<file path="src/rtl/seg_scan_decoder.sv">
// seg_scan_decoder
//   Recovers the digit values shown on a multiplexed, common-anode
//   seven-segment display by watching its anode and cathode lines. Each
//   lit position is captured once its {AN,seg} pattern has been sampled
//   unchanged STABLE times in a row.
//
//   Parameters
//     NDIG    number of scanned digit positions (1..8)
//     STABLE  identical samples required before a capture (2..255)
//
//   Ports
//     clk     rising-edge clock
//     rst     asynchronous reset, active low
//     AN      anode enables, active low, one-hot-low when a digit is lit
//     seg     cathodes a..g (seg[1]=a .. seg[7]=g), active low
//     digits  decoded value per position, digit i at [4i+3:4i]
//     valid   bit i set while digit i holds a decoded value
//     upd     one-cycle pulse when a capture changes digits or valid
//     frame   one-cycle pulse when the scan returns to a captured position
//     err     sticky: bad segment pattern or ghosted anodes
//
//   Build option
//     SEG_SCAN_HEX_EN  when defined, also decode A b C d E F as 10..15
module seg_scan_decoder #(
    parameter int NDIG   = 8,
    parameter int STABLE = 4
) (
    input  logic              clk,
    input  logic              rst,
    input  logic [NDIG-1:0]   AN,
    input  logic [1:7]        seg,
    output logic [4*NDIG-1:0] digits,
    output logic [NDIG-1:0]   valid,
    output logic              upd,
    output logic              frame,
    output logic              err
);
    localparam int PW = (NDIG > 1) ? $clog2(NDIG) : 1;

    typedef enum logic [1:0] {IDLE, SETTLE, CAPTURE, HOLD} state_t;

    state_t               state;
    logic [NDIG-1:0]      an_s, an_p;     // sample stage and the sample before it
    logic [6:0]           seg_s, seg_p;   // bit 6 = segment a
    logic [7:0]           cnt;            // identical-sample run length
    logic [7:0]           gcnt;           // consecutive multi-anode samples
    logic [NDIG-1:0]      seen;
    logic [NDIG-1:0][3:0] dig_q;

    logic          one_hot, multi, changed, stable_hit, ghost_hit;
    logic [PW-1:0] pos;
    logic [6:0]    pat;
    logic [3:0]    dec_val;
    logic          dec_ok, dec_blank;

    assign digits     = dig_q;
    assign one_hot    = $onehot(~an_s);
    assign multi      = !$onehot0(~an_s);
    assign changed    = (an_s != an_p) || (seg_s != seg_p);
    // the current sample would be the STABLE-th identical one
    assign stable_hit = ({1'b0, cnt} + 9'd1) >= 9'(STABLE);
    assign ghost_hit  = multi && (({1'b0, gcnt} + 9'd1) >= 9'(STABLE));
    assign pat        = ~seg_s;  // active-high a..g

    always_comb begin
        pos = '0;
        for (int i = 0; i < NDIG; i++)
            if (!an_s[i]) pos = PW'(i);
    end

    always_comb begin
        dec_val   = '0;
        dec_ok    = 1'b1;
        dec_blank = 1'b0;
        case (pat)
            7'b1111110: dec_val = 4'd0;
            7'b0110000: dec_val = 4'd1;
            7'b1101101: dec_val = 4'd2;
            7'b1111001: dec_val = 4'd3;
            7'b0110011: dec_val = 4'd4;
            7'b1011011: dec_val = 4'd5;
            7'b1011111: dec_val = 4'd6;
            7'b1110000: dec_val = 4'd7;
            7'b1111111: dec_val = 4'd8;
            7'b1111011: dec_val = 4'd9;
`ifdef SEG_SCAN_HEX_EN
            7'b1110111: dec_val = 4'd10;
            7'b0011111: dec_val = 4'd11;
            7'b1001110: dec_val = 4'd12;
            7'b0111101: dec_val = 4'd13;
            7'b1001111: dec_val = 4'd14;
            7'b1000111: dec_val = 4'd15;
`endif
            7'b0000000: begin
                dec_ok    = 1'b0;
                dec_blank = 1'b1;
            end
            default:    dec_ok = 1'b0;
        endcase
    end

    always_ff @(posedge clk or negedge rst) begin
        if (!rst) begin
            state <= IDLE;
            an_s  <= '1;
            an_p  <= '1;
            seg_s <= '1;
            seg_p <= '1;
            cnt   <= '0;
            gcnt  <= '0;
            seen  <= '0;
            dig_q <= '0;
            valid <= '0;
            upd   <= 1'b0;
            frame <= 1'b0;
            err   <= 1'b0;
        end else begin
            an_s  <= AN;
            seg_s <= seg;
            an_p  <= an_s;
            seg_p <= seg_s;
            upd   <= 1'b0;
            frame <= 1'b0;

            // ghosting is tracked independently of the capture FSM
            if (multi) begin
                if (gcnt != 8'hFF) gcnt <= gcnt + 8'd1;
                if (ghost_hit) err <= 1'b1;
            end else begin
                gcnt <= '0;
            end

            case (state)
                IDLE: begin
                    if (one_hot) begin
                        state <= SETTLE;
                        cnt   <= 8'd1;
                    end else begin
                        cnt   <= '0;
                    end
                end
                SETTLE: begin
                    if (changed) begin
                        if (one_hot) begin
                            cnt   <= 8'd1;
                        end else begin
                            state <= IDLE;
                            cnt   <= '0;
                        end
                    end else if (stable_hit) begin
                        state <= CAPTURE;
                        cnt   <= 8'(STABLE);
                        if (dec_ok) begin
                            dig_q[pos] <= dec_val;
                            valid[pos] <= 1'b1;
                            upd        <= (dig_q[pos] != dec_val) || !valid[pos];
                        end else begin
                            valid[pos] <= 1'b0;
                            upd        <= valid[pos];
                            if (!dec_blank) err <= 1'b1;
                        end
                        if (seen[pos]) begin
                            frame     <= 1'b1;
                            seen      <= '0;
                            seen[pos] <= 1'b1;
                        end else begin
                            seen[pos] <= 1'b1;
                        end
                    end else begin
                        cnt <= cnt + 8'd1;
                    end
                end
                // a change during the capture cycle is honoured immediately
                CAPTURE, HOLD: begin
                    if (changed) begin
                        if (one_hot) begin
                            state <= SETTLE;
                            cnt   <= 8'd1;
                        end else begin
                            state <= IDLE;
                            cnt   <= '0;
                        end
                    end else begin
                        state <= HOLD;
                    end
                end
                default: state <= IDLE;
            endcase
        end
    end
endmodule

</file>
<file path="config.mk">
export PLATFORM = sky130hd
export DESIGN_NAME = seg_scan_decoder
export DESIGN_NICKNAME = d
export VERILOG_FILES = /design/src/rtl/seg_scan_decoder.sv
export SDC_FILE = /design/constraint.sdc
export NUM_CORES = 1
export LEC_CHECK = 0
export ABC_AREA = 1
export BUFFER_PORTS_ARGS = -buffer_cell sky130_fd_sc_hd__buf_2
export CAP_MARGIN = 0
export CORE_ASPECT_RATIO = 0.6
export CORE_MARGIN = 8
export CORE_UTILIZATION = 50
export CTS_BUF_LIST = sky130_fd_sc_hd__clkbuf_16
export CTS_CLUSTER_SIZE = 30
export DETAILED_ROUTE_END_ITERATION = 7
export PLACE_DENSITY = 0.7
export SLEW_MARGIN = 5
export SYNTH_ARGS = -nofsm -noshare
export SYNTH_HDL_FRONTEND = slang
export SYNTH_SLANG_ARGS = --single-unit
</file>
<file path="constraint.sdc">
create_clock -name clk -period 10.31 [get_ports clk]
set_input_delay 1.031 -clock clk [delete_from_list [all_inputs] [get_ports clk]]
set_output_delay 1.031 -clock clk [all_outputs]
set_load 0.01 [all_outputs]
</file>
# After elaboration in Yosys (flattened, before gate mapping)
# Cells that the tools add are included.
classes:
  n_eq_ne: 22
  addsub: 11
  n_lt_le_gt_ge: 5
  mux: 52
  n_reduce_logical: 14
  n_bitwise: 7
op_table:
  columns: ["cell", "n"]
  rows:
  - ["$eq 7x7->1 const B", 8]
  - ["$mux 8", 7]
  - ["$pmux 4 s9", 1]
  - ["$bwmux 32", 1]
  - ["$pmux 8 s3", 1]
  - ["$mux 1", 23]
  - ["$add 8x1->9 const B", 2]
  - ["$ge 9x3->1 const B", 2]
  - ["$add 8x1->8 const B", 2]
  - ["$not 8->8", 2]
  - ["$or 8x8->8", 2]
  - ["$mux 3", 5]
  - ["$eq 7x6->1 const B", 2]
  - ["$bmux 4 s3", 1]
  - ["$demux 4 s3", 1]
  - ["$mux 2", 6]
  - ["$reduce_or 10->1", 1]
  - ["$add 1x1->2", 4]
  - ["$and 8x8->8", 1]
  - ["$mux 4", 2]
  - ["$ne 8x8->1", 1]
  - ["$ne 8x8->1 const B", 1]
  - ["$logic_not 7->1", 1]
  - ["$ne 7x7->1", 1]
  - ["24 further kinds", 33]
word_totals:
  ff_bits: 99
  out_inout_bits: 43

# Longest topological paths before layout
# Gate-level depths: netlist of run 1.
logic_depth:
  word_depth: 15
  mapped_depth: 19

# Least setup slack after synthesis of run 1
# No wires, ideal clock.
synth_timing:
  kind: "register to register"
  startpoint: "register an_s[0]"
  endpoint: "register state[0]"
  path_slack_ns: 6.733
  setup_ns: 0.077
  period_less_slack_ns: 3.577
  path_buffers: 0
  path_stages_with_launch: 17
  arrival_ns: 3.500
  cell_sequence: "dfstp_2 > inv_1 > fa_1 > fa_1 > fa_1 > ha_1 > inv_1 > fa_1 > inv_1 > nand2_1 > nor2_1 > o2bb2ai_1 > nand3_1 > nand2_1 > nor3b_1 > nor2_1 > a21oi_1"
synth_between:
  elab_chain_len: 8
synth_lines:
  columns: ["element", "line_no", "rtl"]
  rows:
  - ["start, declared", "43", "logic [NDIG-1:0] an_s, an_p;"]
  - ["start signal, assigned", "105", "an_s <= '1;"]
  - ["start signal, assigned", "118", "an_s <= AN;"]
  - ["$not 8->8", "57", "assign one_hot = $onehot(~an_s);"]
  - ["$add 1x1->2 (implied by the code)", "57", null]
  - ["$add 2x2->3 (implied by the code)", "57", null]
  - ["$add 3x3->4 (implied by the code)", "57", null]
  - ["$eq 4x1->1", "57", null]
  - ["$mux 1", "176", "if (one_hot) begin"]
  - ["$mux 2", "175", "if (changed) begin"]
  - ["$pmux 2 s3", "133", "case (state)"]
  - ["end signal, assigned", "136", "state <= SETTLE;"]
  - ["end signal, assigned", "177", "state <= SETTLE;"]
  - ["end signal, assigned", "180", "state <= IDLE;"]
  - ["end, declared", "42", "state_t state;"]
# Parallel ways exist; a longest one is shown, timed or not.
# A chain may end at the register's enable or synchronous reset.

# Worst setup path after layout of run 1
# Ends and elaborated chain as after synthesis.

==> impl_metrics.toml, run 1 <==
[timing]
final_max_slew_viol_count = 0
fmaxAchievable_mhz = 252.5
max_slew.worst_pin.slew_ns = 0.8263
setup_ws_ns = 6.349
fin_crit_sh_pct = 38.42
min_period_ns = 3.961
fin_skew_ns = 0.006350
maxSlewHeadroom_pct = 44.91
rsz0062_at_grt = "false"
finalSetupViolCount = 0
hold_viol_final = 0
tns_ns = 0

[yosys]
synth_edf_count = 0
async_reset_ff_share_pct = 100.0
yosys.area.top_type = "dfrtp_1"
synth_ff_type = "dfrtp_1"
syn_area_per_cell_um2 = 9.003
synthCells = 563
yosys_warnings = 0
synth_seq_cells = 99
ys_types = 47
postSynthNetCount = 591
synth_most_common_cell = "nand2_1"
synthDominantCellAreaShare_pct = 34.07
synthTopCellsByArea = "dfrtp_1 (34%), dfstp_2 (16%), nand2_1 (12%)"
synth_commonest_cells = "nand2_1 (161), dfrtp_1 (69), inv_1 (58), nand3_1 (38), nor2_1 (37)"
yosysSeqAreaShare_pct = 49.62
netlist_area_mm2 = 0.005069

[critical_path]
start_kind = "flop"
cp_data_required_time_ns = 10.58
end_kind = "flop"
cp_max_fo = 3
criticalPathCategory = "reg -> reg"
arrival_ns = 4.23

[floorplanning]
fp.dieW_um = 146.0
die_area_mm2 = 0.01372
die_y_um = 93.99
ios = 60
core_mm2 = 0.009844
row_count = 28
start_util_pct = 51.49

[placement]
dpl.hpwl_mm = 8.985
place_inst = 751
gp_congestion = 0.8434
dp_slack_ns = 6.374
place.port_buffers = 59

[grt]
antenna_found_initial = 0
grt_pass1_wl_mm = 19.84
grt_pass1_vias = 3904
grt-ovfl-total = 0
grt_start_max_net_pins = 68
grt_usage_pct = 18.26

[final_layout]
n_fill_cell = 854
regArea_mm2 = 0.002515
area_growth_syn_to_layout_pct = 13.35
stdcell_count = 767
diodes = 0
drive_gt1_share_pct = 25.16
fin_nets = 655
multiInputGateArea_mm2 = 0.002200

[route]
wl_mm = 11.99
route.detailed.drc = 0
dr.pass1.iters = 5
ant_nets = 0
drtIter0Drc = 248
via_count = 3984
vias_per_cell = 5.194
wl_per_cell_um = 15.63

[clock_tree]
clkLatencyLatePin_ns = 0.35
cts_setup_buffers = 0
cts_resized = 0
cts_tree = "built"
cts_hold_buf = 0
cts_root_buf = "clkbuf_16"
htree_levels = 3
clkSlewWorstSetupHoldPaths_ns = 0.07
cts_buffers = 9
numClockSinks = 99
cts_buffer_depth = 2

[pwr]
finalPower_uw = 856.7
worst_ir_drop_vdd_mv = 0.08595
p_leak_nw = 2.936
power_density_mw_per_mm2 = 149.1

[status]
status = "complete, no violations"

[worst_hold_path]
hold_path_class = "reg -> reg"

[flow_run]
cap_violations = 0
## logic make-up after synthesis
family,synth area share [%]
AO/OA/AOI/OAI,7.134
flip-flops,49.62
adder cells (fa/ha/maj),3.308
buffers and inverters,6.986
XOR/XNOR,3.283
AND/OR/NAND/NOR,29.67
## sequential cells by signal, summed over array words and instances (netlist names), named ones only
| name | count |
|---|---|
| an_p | 8 |
| cnt | 8 |
| an_s | 8 |
| seg_s | 7 |
| frame | 1 |
| seen | 8 |
| digits | 32 |
| seg_p | 7 |
| upd | 1 |
| err | 1 |
| state | 2 |
| gcnt | 8 |
## where the power goes
part / internal [mW] / total [mW] / leakage [nW] / switching, mW
clock network: 0.165 / 0.318 / 0.136 / 0.152
registers: 0.410 / 0.429 / 1.27 / 0.0195
logic: 0.0398 / 0.110 / 1.53 / 0.0700
## critical path, cell delays in order, from the launching register on
cell       delay (ns)
dfstp_2          0.56
inv_1            0.07
fa_1             0.58
fa_1             0.45
fa_1             0.53
ha_1             0.17
inv_1            0.06
fa_1             0.35
inv_1            0.08
nand2_1          0.05
nor2_1           0.08
o2bb2ai_1        0.13
nand3_1          0.16
nand2_1          0.12
nor3b_1          0.26
nor2_1           0.08
a21oi_1          0.14
## cell usage in the layout (no fill, tap or decap), types with 4 or more instances in the layout
master,count
clkbuf_16,9
o21ai_1,26
dfrtp_1,69
a21oi_1,8
nand4_1,9
fa_1,4
nand3b_1,6
nand3_1,38
o21ai_0,18
nor2_2,4
nand2_1,161
nand2_2,5
inv_1,58
inv_2,11
nor2_1,37
nand3_4,7
dfstp_2,30
xor2_1,6
nand2_4,6
xnor2_1,13
buf_2,58
nor3_1,4
ha_1,7
## per-layer routing
layer / GRT usage, % / share of wire, % / vias to the layer above
met1: 25.63 / 50 / 1893
met4: 6.053 / 1.7 / 0
met2: 26.89 / 42 / 132
met5: 0 / 0 / -
li1: - / - / 1938
met3: 5.002 / 6.4 / 21
## worst paths after layout
kind                                              end  slack, ns               from  cells after the start
setup / recovery                 state[0]$_DFFE_PN0P_       6.35  an_s[0]$_DFF_PN1_                     16
hold / removal                      an_p[0]$_DFF_PN1_       0.39  an_s[0]$_DFF_PN1_                      0
setup reg to reg                 state[0]$_DFFE_PN0P_       6.35  an_s[0]$_DFF_PN1_                     16
hold reg to reg                     an_p[0]$_DFF_PN1_       0.39  an_s[0]$_DFF_PN1_                      0
max in group asynchronous  asynchronous set/reset pin       8.54                rst                      2
min in group asynchronous      digits[28]$_DFFE_PN0P_       0.61                rst                      1
## metrics by stage
stage	instance area, µm²	hold slack (ns)	util (%)
floorplan	5069	0.3604	-
finish	5746	0.3899	58.36
global route	5746	0.3969	58.36
global placement	5468	0.3685	55.54
detailed placement	5468	0.3799	55.54
CTS	5746	0.3902	58.36
## final cells by class
cell class,count,share of cell area (%)
flip-flops and latches,99,43.77
repair buffers,60,5.314
clock inverters,7,0.9146
inverters,71,4.856
multi-input cells,386,38.28
well taps,135,2.940
clock buffers,9,3.920
Note: power is estimated with default switching activity, not from simulation.
==> inputs of run 2 (changes only) <==
==> constraint.sdc (replaced) <==
create_clock -name clk -period 3.7 [get_ports clk]
set_input_delay 0.37 -clock clk [delete_from_list [all_inputs] [get_ports clk]]
set_output_delay 0.37 -clock clk [all_outputs]
set_load 0.01 [all_outputs]
==> run 2 against run 1 <==
The run now ends with setup timing left. Worst setup slack worse by 6.4 ns. Final cell count is 0.78% higher. Largest cell class unchanged. Critical path depth did not move. Clock power increased to 2.8 times the previous value. Largest power group unchanged. Via count decreased by 1.9%. First-iteration DRC count is 16% higher. Cell area grew 1.5%. Die area unchanged.
==> impl_metrics.toml, run 2 (same netlist as run 1, synthesis figures left out) <==
[timing]
hold_viol_final = 0
setup_ws_ns = -0.0007141
finalSetupViolCount = 1
fmaxAchievable_mhz = 270.2
fin_skew_ns = 0.006122
final_max_slew_viol_count = 0
whs_ns = 0.1085
fin_crit_sh_pct = 100.0
rsz0062_at_grt = "true"
max_slew.worst_pin.slew_ns = 0.8397
maxSlewHeadroom_pct = 44.02
min_period_ns = 3.701

[placement]
gp_congestion = 0.8658
place_area_mm2 = 0.005498
place.port_buffers = 59
dpl.hpwl_mm = 8.801

[floorplanning]
row_count = 28
ios = 60
start_util_pct = 51.49
die_y_um = 93.99
core_mm2 = 0.009844
fp.dieW_um = 146.0
die_area_mm2 = 0.01372

[final_layout]
drive_gt1_share_pct = 27.59
largest_reg_flops = 32
n_fill_cell = 851
regArea_mm2 = 0.002515
final_cell_mix = "nand2_1 (159), dfrtp_1 (69), buf_2 (58)"
multiInputGateArea_mm2 = 0.002238
area_growth_syn_to_layout_pct = 15.01
diodes = 0
fin_nets = 661
final_common_cell = "nand2_1"
postLayoutCellArea_mm2 = 0.005829

[status]
status = "finished with violations"
failed_checks = "setup timing"

[route]
route.detailed.drc = 0
via_count = 3907
dr.pass1.iters = 5
wl_per_cell_um = 15.37
vias_per_cell = 5.054
ant_nets = 0
drtIter0Drc = 288
wl_mm = 11.88

[critical_path]
timing.rr.end = "state[0]$_DFFE_PN0P_"
crit_path_top_delay_cell = "fa_1"
cp_max_fo = 2
criticalPathCategory = "reg -> reg"
reg2reg_slack_ns = -0.0007
end_kind = "flop"
cp_data_required_time_ns = 3.97
path_cells = "inv_2, fa_1, fa_1, fa_1, ha_2, inv_2, fa_2, inv_2, nand2_2, nor2_2, o2bb2ai_2, nand3_2, nand2_2, nor3b_4, nor2_1, a21oi_1"
r2r_cells = 16
timing.rr.start = "an_s[0]$_DFF_PN1_"
critPathMaxStageDelay_ns = 0.56
start_kind = "flop"
arrival_ns = 3.97

[clock_tree]
cts_tree = "built"
cts_buffer_depth = 2
cts_root_buf = "clkbuf_16"
cts_hold_buf = 0
clkSlewWorstSetupHoldPaths_ns = 0.07
clkLatencyLatePin_ns = 0.34
htree_levels = 3
numClockSinks = 99
cts_buffers = 9

[grt]
antenna_found_initial = 0
grt_pass1_vias = 3821
grt-ovfl-total = 0
grt_pass1_wl_mm = 20.00
grt_usage_pct = 18.10
grt_start_max_net_pins = 67

[flow_run]
cap_violations = 0

[pwr]
worst_ir_drop_vdd_mv = 0.2463
power_density_mw_per_mm2 = 416.2
p_leak_nw = 2.969

[worst_hold_path]
hold_path_class = "in -> async"
## run 2: cell count changes in the layout (fill, tap and decap cells not counted), sizes merged
| cell | before | now |
|---|---|---|
| buf | 60 | 66 |
| clkinv | 6 | 5 |
| clkinvlp | 1 | 0 |
| inv | 71 | 73 |
## run 2: layout make-up
cell class	count	share of cell area [%]
Timing Repair Buffer	66	6.074
Inverter	71	4.786
Clock buffer	9	3.863
Sequential cell	99	43.14
Multi-Input combinational cell	386	38.40
Tap cell	135	2.898
Clock inverter	7	0.8371
## run 2: power breakdown
group | internal, mW | total (mW) | switching [mW]
Sequential | 1.14 | 1.19 | 0.0496
Clock | 0.461 | 0.879 | 0.418
Combinational | 0.138 | 0.357 | 0.218
## run 2: what timing repair did
action,4_1_cts,5_1_grt
cloned,0,0
resized for setup,4,11
hold endpoints to repair,0,0
endpoints found under the setup margin,3,12
setup buffers,2,0
pin swaps,7,8
## run 2: critical path: cells and delay by family (launching register included)
kind | cells | cell delay (ns)
adder cells (fa/ha/maj) | 5 | 2.07
AO/OA/AOI/OAI | 2 | 0.24
buffers and inverters | 3 | 0.16
AND/OR/NAND/NOR | 6 | 0.63
flip-flops | 1 | 0.54
## run 2: how the worst max path moves through the flow
stage / start / to / slack (ns) / depth (start not counted)
finish: an_s[0]$_DFF_PN1_ / state[0]$_DFFE_PN0P_ / -0.0007 / 16
global route: an_s[0]$_DFF_PN1_ / state[0]$_DFFE_PN0P_ / -0.21 / 16
CTS: an_s[1]$_DFF_PN1_ / state[0]$_DFFE_PN0P_ / 0.02 / 16
detailed placement: an_s[0]$_DFF_PN1_ / state[0]$_DFFE_PN0P_ / -0.07 / 16
global placement: an_s[0]$_DFF_PN1_ / state[0]$_DFFE_PN0P_ / 0.03 / 16
floorplan: an_s[0]$_DFF_PN1_ / state[0]$_DFFE_PN0P_ / 0.12 / 16
## run 2: per-layer routing
| metal | up-vias | global-route usage [%] | wire length (µm) |
|---|---|---|---|
| met1 | 1841 | 27.07 | 6113 |
| met3 | 9 | 4.233 | 696 |
| li1 | 1945 | - | - |
| met2 | 112 | 26.16 | 4993 |
| met5 | - | 0 | 0 |
| met4 | 0 | 3.581 | 80 |
## run 2: stage by stage
| stage | std cells | util, % | setup TNS [ns] | total power, mW | worst slack, ns |
|---|---|---|---|---|---|
| finish | 773 | 59.21 | -0.0007141 | 2.426 | -0.0007141 |
| global route | 773 | 59.21 | -1.145 | 2.549 | -0.2078 |
| detailed placement | 755 | 55.85 | -0.09279 | 1.521 | -0.06918 |
| floorplan | 563 | - | 0 | 1.427 | 0.1229 |
| CTS | 773 | 58.88 | 0 | 2.416 | 0.02432 |
| global placement | 755 | 55.85 | 0 | 1.506 | 0.02768 |
